## src/rtl/map_row_fetcher.sv

```systemverilog
// Purpose: map ROM row sequencer; walks lanes of each row, emits one packed row per row period (LOOP_PLAY_EN: wrap to row 0 at end).
// Latency: row_valid pulses LANES clocks after start; consecutive rows exactly TICK_DIV unpaused clocks apart.
// Backpressure: none from downstream; pause level freezes all sequencing state, start aborts and restarts at row 0.
module map_row_fetcher #(
    parameter int LANES    = 5,
    parameter int ROW_W    = 7,
    parameter int STATE_W  = 3,
    parameter int TICK_DIV = 5000000
) (
    input  logic                       clk,
    input  logic                       rst,
    input  logic                       start,
    input  logic                       pause,
    input  logic [10:0]                map_len,
    input  logic [STATE_W-1:0]         map_state,
    output logic [ROW_W-1:0]           map_row,
    output logic [2:0]                 map_lane,
    output logic [LANES*STATE_W-1:0]   row_notes,
    output logic [ROW_W-1:0]           row_num,
    output logic                       row_valid,
    output logic                       playing,
    output logic                       done
);

    localparam int TICK_W = (TICK_DIV > 1) ? $clog2(TICK_DIV) : 1;
    localparam logic [TICK_W-1:0] TICK_LAST = TICK_W'(TICK_DIV - 1);
    localparam logic [TICK_W-1:0] TICK_ONE  = TICK_W'(1);
    localparam logic [2:0]        LANE_LAST = 3'(LANES - 1);
    localparam logic [2:0]        LANE_ONE  = 3'd1;
    localparam logic [ROW_W-1:0]  ROW_ONE   = ROW_W'(1);
    localparam logic [ROW_W:0]    LEN_ONE   = (ROW_W + 1)'(1);
    localparam logic [10:0]       LEN_MAX   = 11'(2 ** ROW_W);

    typedef enum logic [1:0] {IDLE, FETCH, WAIT, DONE} state_t;

    state_t                     state_q, state_d;
    logic [ROW_W-1:0]           row_q;
    logic [2:0]                 lane_q;
    logic [TICK_W-1:0]          tick_q;
    logic [ROW_W:0]             len_q;
    logic [LANES*STATE_W-1:0]   shadow_q;
    logic [LANES*STATE_W-1:0]   merged;
    logic [ROW_W:0]             len_clamp;
    logic                       last_row;

    // Control strobes decoded from the FSM for the datapath register block.
    logic load, cap, last_cap, advance, wrap, tick_inc;

    assign map_row   = row_q;
    assign map_lane  = lane_q;
    assign playing   = (state_q == FETCH) || (state_q == WAIT);
    assign done      = (state_q == DONE);
    // Map length is clamped to what the row counter can address.
    assign len_clamp = (map_len > LEN_MAX) ? LEN_MAX[ROW_W:0] : map_len[ROW_W:0];
    assign last_row  = ({1'b0, row_q} == (len_q - LEN_ONE));

    // Shadow row with the lane currently on the ROM bus folded in.
    always_comb begin
        merged = shadow_q;
        for (int i = 0; i < LANES; i++) begin
            if (lane_q == 3'(i)) begin
                merged[i*STATE_W +: STATE_W] = map_state;
            end
        end
    end

    // State register.
    always_ff @(posedge clk) begin
        if (rst) begin
            state_q <= IDLE;
        end else begin
            state_q <= state_d;
        end
    end

    // Next-state and datapath strobes; start beats pause, pause freezes FETCH/WAIT.
    always_comb begin
        state_d  = state_q;
        load     = 1'b0;
        cap      = 1'b0;
        last_cap = 1'b0;
        advance  = 1'b0;
        wrap     = 1'b0;
        tick_inc = 1'b0;
        if (start) begin
            load    = 1'b1;
            state_d = (map_len == 11'd0) ? DONE : FETCH;
        end else begin
            case (state_q)
                FETCH: begin
                    if (!pause) begin
                        cap      = 1'b1;
                        tick_inc = 1'b1;
                        if (lane_q == LANE_LAST) begin
                            last_cap = 1'b1;
                            state_d  = WAIT;
                        end
                    end
                end
                WAIT: begin
                    if (!pause) begin
                        if (tick_q == TICK_LAST) begin
                            if (last_row) begin
`ifdef LOOP_PLAY_EN
                                wrap    = 1'b1;
                                state_d = FETCH;
`else
                                state_d = DONE;
`endif
                            end else begin
                                advance = 1'b1;
                                state_d = FETCH;
                            end
                        end else begin
                            tick_inc = 1'b1;
                        end
                    end
                end
                default: ;
            endcase
        end
    end

    // Row/lane/tick counters, lane capture and row output registers.
    always_ff @(posedge clk) begin
        if (rst) begin
            row_q     <= '0;
            lane_q    <= '0;
            tick_q    <= '0;
            len_q     <= '0;
            shadow_q  <= '0;
            row_notes <= '0;
            row_num   <= '0;
            row_valid <= 1'b0;
        end else begin
            row_valid <= 1'b0;
            if (load) begin
                len_q  <= len_clamp;
                row_q  <= '0;
                lane_q <= '0;
                tick_q <= '0;
            end else begin
                if (cap) begin
                    shadow_q <= merged;
                    lane_q   <= last_cap ? 3'd0 : lane_q + LANE_ONE;
                end
                if (last_cap) begin
                    row_notes <= merged;
                    row_num   <= row_q;
                    row_valid <= 1'b1;
                end
                if (tick_inc) begin
                    tick_q <= tick_q + TICK_ONE;
                end
                if (advance) begin
                    row_q  <= row_q + ROW_ONE;
                    tick_q <= '0;
                end
                if (wrap) begin
                    row_q  <= '0;
                    tick_q <= '0;
                end
            end
        end
    end

endmodule
```

## config.mk

```make
export PLATFORM = sky130hd
export DESIGN_NAME = map_row_fetcher
export DESIGN_NICKNAME = d
export VERILOG_FILES = /design/src/rtl/map_row_fetcher.sv
export SDC_FILE = /design/constraint.sdc
export NUM_CORES = 1
export LEC_CHECK = 0
export CORE_ASPECT_RATIO = 0.6
export CORE_UTILIZATION = 45
export DETAILED_ROUTE_END_ITERATION = 10
export HOLD_SLACK_MARGIN = 0.06
export PLACE_DENSITY = 0.7
export SYNTH_ARGS = -nofsm -noshare
export SYNTH_HDL_FRONTEND = slang
export SYNTH_SLANG_ARGS = --single-unit
```

## constraint.sdc

```tcl
create_clock -name clk -period 6.3 [get_ports clk]
set_input_delay 0.63 -clock clk [delete_from_list [all_inputs] [get_ports clk]]
set_output_delay 0.63 -clock clk [all_outputs]
set_load 0.02 [all_outputs]
```

## Yosys cells after proc, flatten, opt, wreduce, memory -nomap -nowiden

Index checks and enable logic that the tools add are counted.

| storage, ports and cells | value |
|---|---|
| register bits | 81 |
| latch bits | 0 |
| bits in writable memories | 0 |
| bits in read-only memories | 0 |
| output and inout bits | 35 |
| memories kept | 0 |

| cells by class | value |
|---|---|
| add/subtract/negate cells | 4 |
| multiply operators | 0 |
| div/mod/pow operators | 0 |
| magnitude comparators | 1 |
| equality and inequality tests | 13 |
| shift operators | 0 |
| mux-type cells | 33 |
| bitwise operators | 1 |
| reductions and logical operators | 9 |

Operators with widths:

| kind | number |
|---|---|
| 23-bit by 1-bit adder with 23-bit output, second input constant | 1 |
| 23-bit equality test, second input constant | 1 |
| 3-bit two-way mux | 6 |
| 1-bit two-way mux | 17 |
| 2-bit two-way mux | 7 |
| 11-bit by 8-bit greater-than comparator with 1-bit output, second input constant | 1 |
| 11-bit zero test | 1 |
| 7-bit by 8-bit equality test with 1-bit output | 1 |
| 8-bit two-way mux | 1 |
| 8-bit by 1-bit subtractor with 8-bit output, second input constant | 1 |
| 7-bit by 1-bit adder with 7-bit output, second input constant | 1 |
| 3-bit by 2-bit equality test with 1-bit output, second input constant | 2 |
| 3-bit by 2-bit != test with 1-bit output, second input constant | 2 |
| 3-bit != test, second input constant | 2 |
| 5-bit AND reduction | 1 |
| 2-bit equality test, second input constant | 2 |
| 2-bit one-hot mux with 2 select lines | 1 |
| 2-bit AND reduction | 2 |
| 3-bit by 1-bit adder with 3-bit output, second input constant | 1 |
| 3-bit by 1-bit equality test with 1-bit output, second input constant | 1 |
| 3-bit equality test, second input constant | 1 |
| 3-bit zero test | 1 |
| 3-bit nonzero test | 1 |
| 3-bit OR reduction | 1 |
| 5 further kinds | 5 |

## Depth between registers and ports, before layout

| depth | value |
|---|---|
| word-level depth | 8 |
| depth in mapped cells | 10 |

## Worst setup path after synthesis

OpenSTA, ideal clock, no wires.

| timing | value |
|---|---|
| path kind | flip-flop to flip-flop |
| from | reg len_q[2] |
| to | reg state_q[1] |
| library setup time | 0.086 ns |
| arrival time | 2.115 ns |
| slack | 4.099 ns |
| cell stages (with the launch flop) | 8 |
| path buffers | 1 |
| clock period less this slack | 2.201 ns |
| cell sequence | dfxtp_1 or3_1 or3_4 a2111oi_4 o311a_4 buf_6 o21bai_2 a221oi_2 |

| on the way | value |
|---|---|
| word-level cells in the longest chain between the ends | 7 |

Ends and longest elaborated chain:

| what | line | text |
|---|---|---|
| start, declared | 40 | `logic [ROW_W:0] len_q;` |
| start signal, assigned | 138 | `len_q <= len_clamp;` |
| 8-bit by 1-bit subtractor with 8-bit output | 55 | `assign last_row = ({1'b0, row_q} == (len_q - LEN_ONE));` |
| 7-bit by 8-bit equality test with 1-bit output | 55 |  |
| 2-bit two-way mux | 103 | `if (last_row) begin` |
| 2-bit two-way mux | 102 | `if (tick_q == TICK_LAST) begin` |
| 2-bit two-way mux | 101 | `if (!pause) begin` |
| 2-bit one-hot mux with 2 select lines | 89 | `case (state_q)` |
| 2-bit two-way mux | 85 | `if (start) begin` |
| end signal, assigned | 72 | `state_q <= state_d;` |
| end, declared | 36 | `state_t state_q, state_d;` |

No other way between the ends. The select of a mux whose other input is x is not followed.
A chain may end at the register's enable or synchronous reset.

## Final worst setup path

| timing | value |
|---|---|
| from | in start |
| to | reg tick_q[5] |

| on the way | value |
|---|---|
| word-level cells in the longest chain between the ends | 2 |
| elaborated cells between the ends (all ways) | 4 |
| classes of those cells | 3 x mux; 1 x reduce/logical |

Ends and longest elaborated chain:

| what | line | text |
|---|---|---|
| start, declared | 12 | `input logic start,` |
| 1-bit two-way mux | 85 |  |
| 3-bit OR reduction (no line) | n/a |  |
| end signal, assigned | 153 | `tick_q <= tick_q + TICK_ONE;` |
| end, declared | 39 | `logic [TICK_W-1:0] tick_q;` |

Several ways; a longest one is shown, not always the timed one.

==> impl_metrics.toml <==
[outcome]
status = "finished clean"

[final_layout]
regArea_um2 = 1562
antennaDiodeCount = 0
layout.filler_cells = 728
final_common_cell = "dfxtp_1"
drive_above_1_share = 0.05726
multi_input_comb_area_um2 = 1982
final_cell_mix = "dfxtp_1, nand2_1, clkdlybuf4s50_1"
area_delta_synth_final_pct = 24.96
fin_nets = 513

[drt]
avgRoutedWirePerCell_um = 14.58
firstDrtPassIters = 5
antenna_left = 0
drt_iter0_markers = 185
vias = 3295
drc_errors = 0
routed_wl_um = 8702
vias_per_cell = 5.519

[worst_setup_path]
cp_cell_sequence = "clkdlybuf4s50_1 -> nor2_1 -> nand3_1 -> o21ai_2 -> nor2_1"
cpMaxStageDelayCell = "o21ai_2"
cpPeakStageDelay_ps = 910
endpoint_kind = "flop"
path_class = "input port to flop"
crit_top_cell = "nor2_1"
crit_fanout = 23
crit_arrival_ps = 3060
cp.required_ps = 6480
startpoint_type = "input port"

[hold_path]
hold_class = "flop to flop"

[die]
die_x_um = 118.8
die_area_um2 = 8566
start_util = 0.4656
row_count = 25
placeableCoreArea_um2 = 7914
ios = 53
die_h_um = 72.10

[sta]
maxSlewHeadroom = 0.3536
setup_viol = 0
finalCriticalPeriod_ps = 2882
grt_setup_unrepaired = "no"
finalCritPeriodShare = 0.4574
slew_violations = 0
worstMarginPinSlew_ps = 969.4
skew_ps = 4.513
worst_slack_ps = 3418
hold_viol_final = 0
setup_tns_ps = 0
max_freq_mhz = 347.0

[logic_synthesis]
ys_async_sr_fraction = 0
syn_area_um2 = 3685
synth.distinct_cells = 50
yosys_most_used_dff = "dfxtp_1"
syn-num-nets = 469
yosys_warnings = 0
ys_seq_elements = 78
post_synth.cell_area_avg_um2 = 8.375
ys_seq_area_frac = 0.4238
synth_edf_count = 0
netlist_instances = 440

[global_route]
grt_pass1_wl_um = 14550
grt_overflow_total = 0
grt_pass1_vias = 2971
gr-usage-all-layers = 0.2150
grt_start_max_net_pins = 42
antenna_found_initial = 0

[clock_tree]
ctsHoldBuffers = 0
clk_latency_ps = 340
cts.clk_slew.worst_paths_ps = 60
cts-resized-gates = 0
post-cts-setup-buffer-count = 0
htreeDepth = 3
cts_made_buffers = 9
cts_sinks = 78
cts_buffer_depth = 2
cts_root_buf = "clkbuf_16"
cts_tree = "built"

[placed_design]
gp_congestion = 0.8316
hpwlAfterDp_um = 6280
place.port_buffers = 52
place_ws_ps = 3094

[pwr]
powerDensity_nw_per_um2 = 242.4
p_leak_nw = 1.528
vdd_ir_drop_max_uv = 177.1

[job]
drv_cap = 0
Yosys cell counts, types with 2 or more instances:
cell / count / area share
dfxtp_1: 78 / 0.42
nand2_1: 65 / 0.066
a21oi_1: 43 / 0.058
nor2_1: 43 / 0.044
nand3_1: 26 / 0.035
clkbuf_1: 19 / 0.019
xnor2_1: 19 / 0.045
inv_1: 13 / 0.013
nor3_1: 12 / 0.016
ha_1: 11 / 0.037
xor2_1: 10 / 0.024
nand4_1: 9 / 0.015
and3_1: 8 / 0.014
mux2i_1: 7 / 0.019
o21ai_0: 7 / 0.0095
nor4_1: 6 / 0.010
or4_1: 6 / 0.012
a22o_1: 5 / 0.012
o31ai_1: 5 / 0.010
a211oi_1: 4 / 0.0081
or3_1: 4 / 0.0068
and4_1: 3 / 0.0071
nor4b_1: 3 / 0.0071
a31oi_1: 2 / 0.0034
and2_1: 2 / 0.0034
buf_2: 2 / 0.0027
nand2b_1: 2 / 0.0034
nand4b_1: 2 / 0.0048
nor2b_1: 2 / 0.0034
o21ai_2: 2 / 0.0048
critical path: cells and delay by family:
kind	cells	cell delay (ps)
buffers and inverters	1	550
AOI/OAI and AO/OA	1	910
and+or+nand+nor	3	970
logic make-up after synthesis:
family          share of synthesized area
simple gates                       0.2706
compound gates                     0.1419
flops                              0.4238
buf+inv                           0.03837
xor+xnor                          0.06893
fa+ha+maj                         0.03735
mux                               0.01902
metal layers:
layer	vias to the layer above	global-route usage	wire (um)
li1	1633	-	-
met1	1566	0.2992	4361
met2	87	0.3249	3804
met3	9	0.05425	438
met4	0	0.07595	96
met5	-	0	0
state kept, by name (all words and copies together), names as in the netlist:
register / cells
row_notes: 15
shadow_q: 12
len_q: 8
row_valid: 1
map_row: 7
state_q: 2
row_num: 7
tick_q: 23
map_lane: 3
metrics by stage:
stage / std cells / cell area, um^2 / total power [mW] / hold slack [ps] / util
floorplan: 440 / 3685 / 0.5362 / 432.1 / -
CTS: 597 / 4604 / 1.126 / 456.3 / 0.5818
global route: 597 / 4604 / 1.155 / 465.9 / 0.5818
global placement: 581 / 4270 / 0.5585 / 443.0 / 0.5396
detailed placement: 581 / 4270 / 0.5594 / 448.2 / 0.5396
finish: 597 / 4604 / 1.116 / 451.6 / 0.5818
area by class of cell:
| cell class | instances | area share |
|---|---|---|
| clock buffers | 11 | 0.05489 |
| repair buffers | 55 | 0.1179 |
| multi-input cells | 327 | 0.4304 |
| clock inverters | 5 | 0.01766 |
| inverters | 13 | 0.01060 |
| well taps | 108 | 0.02935 |
| flip-flops and latches | 78 | 0.3391 |
path summary, 6_finish.rpt:
| kind | startpoint | end | slack (ps) | cells after the start |
|---|---|---|---|---|
| max | start | tick_q[5] | 3420 | 5 |
| min | row_notes[2] | row_notes[2] | 450 | 2 |
| max reg2reg | tick_q[12] | tick_q[5] | 3510 | 6 |
| min reg2reg | row_notes[2] | row_notes[2] | 450 | 2 |
power breakdown:
part | switching (mW) | internal, mW | total (mW)
Combinational | 0.0291 | 0.0210 | 0.0501
Sequential | 0.00304 | 0.496 | 0.499
Clock | 0.199 | 0.368 | 0.567
Total | 0.231 | 0.885 | 1.12
(Power assumes the default switching activity.)
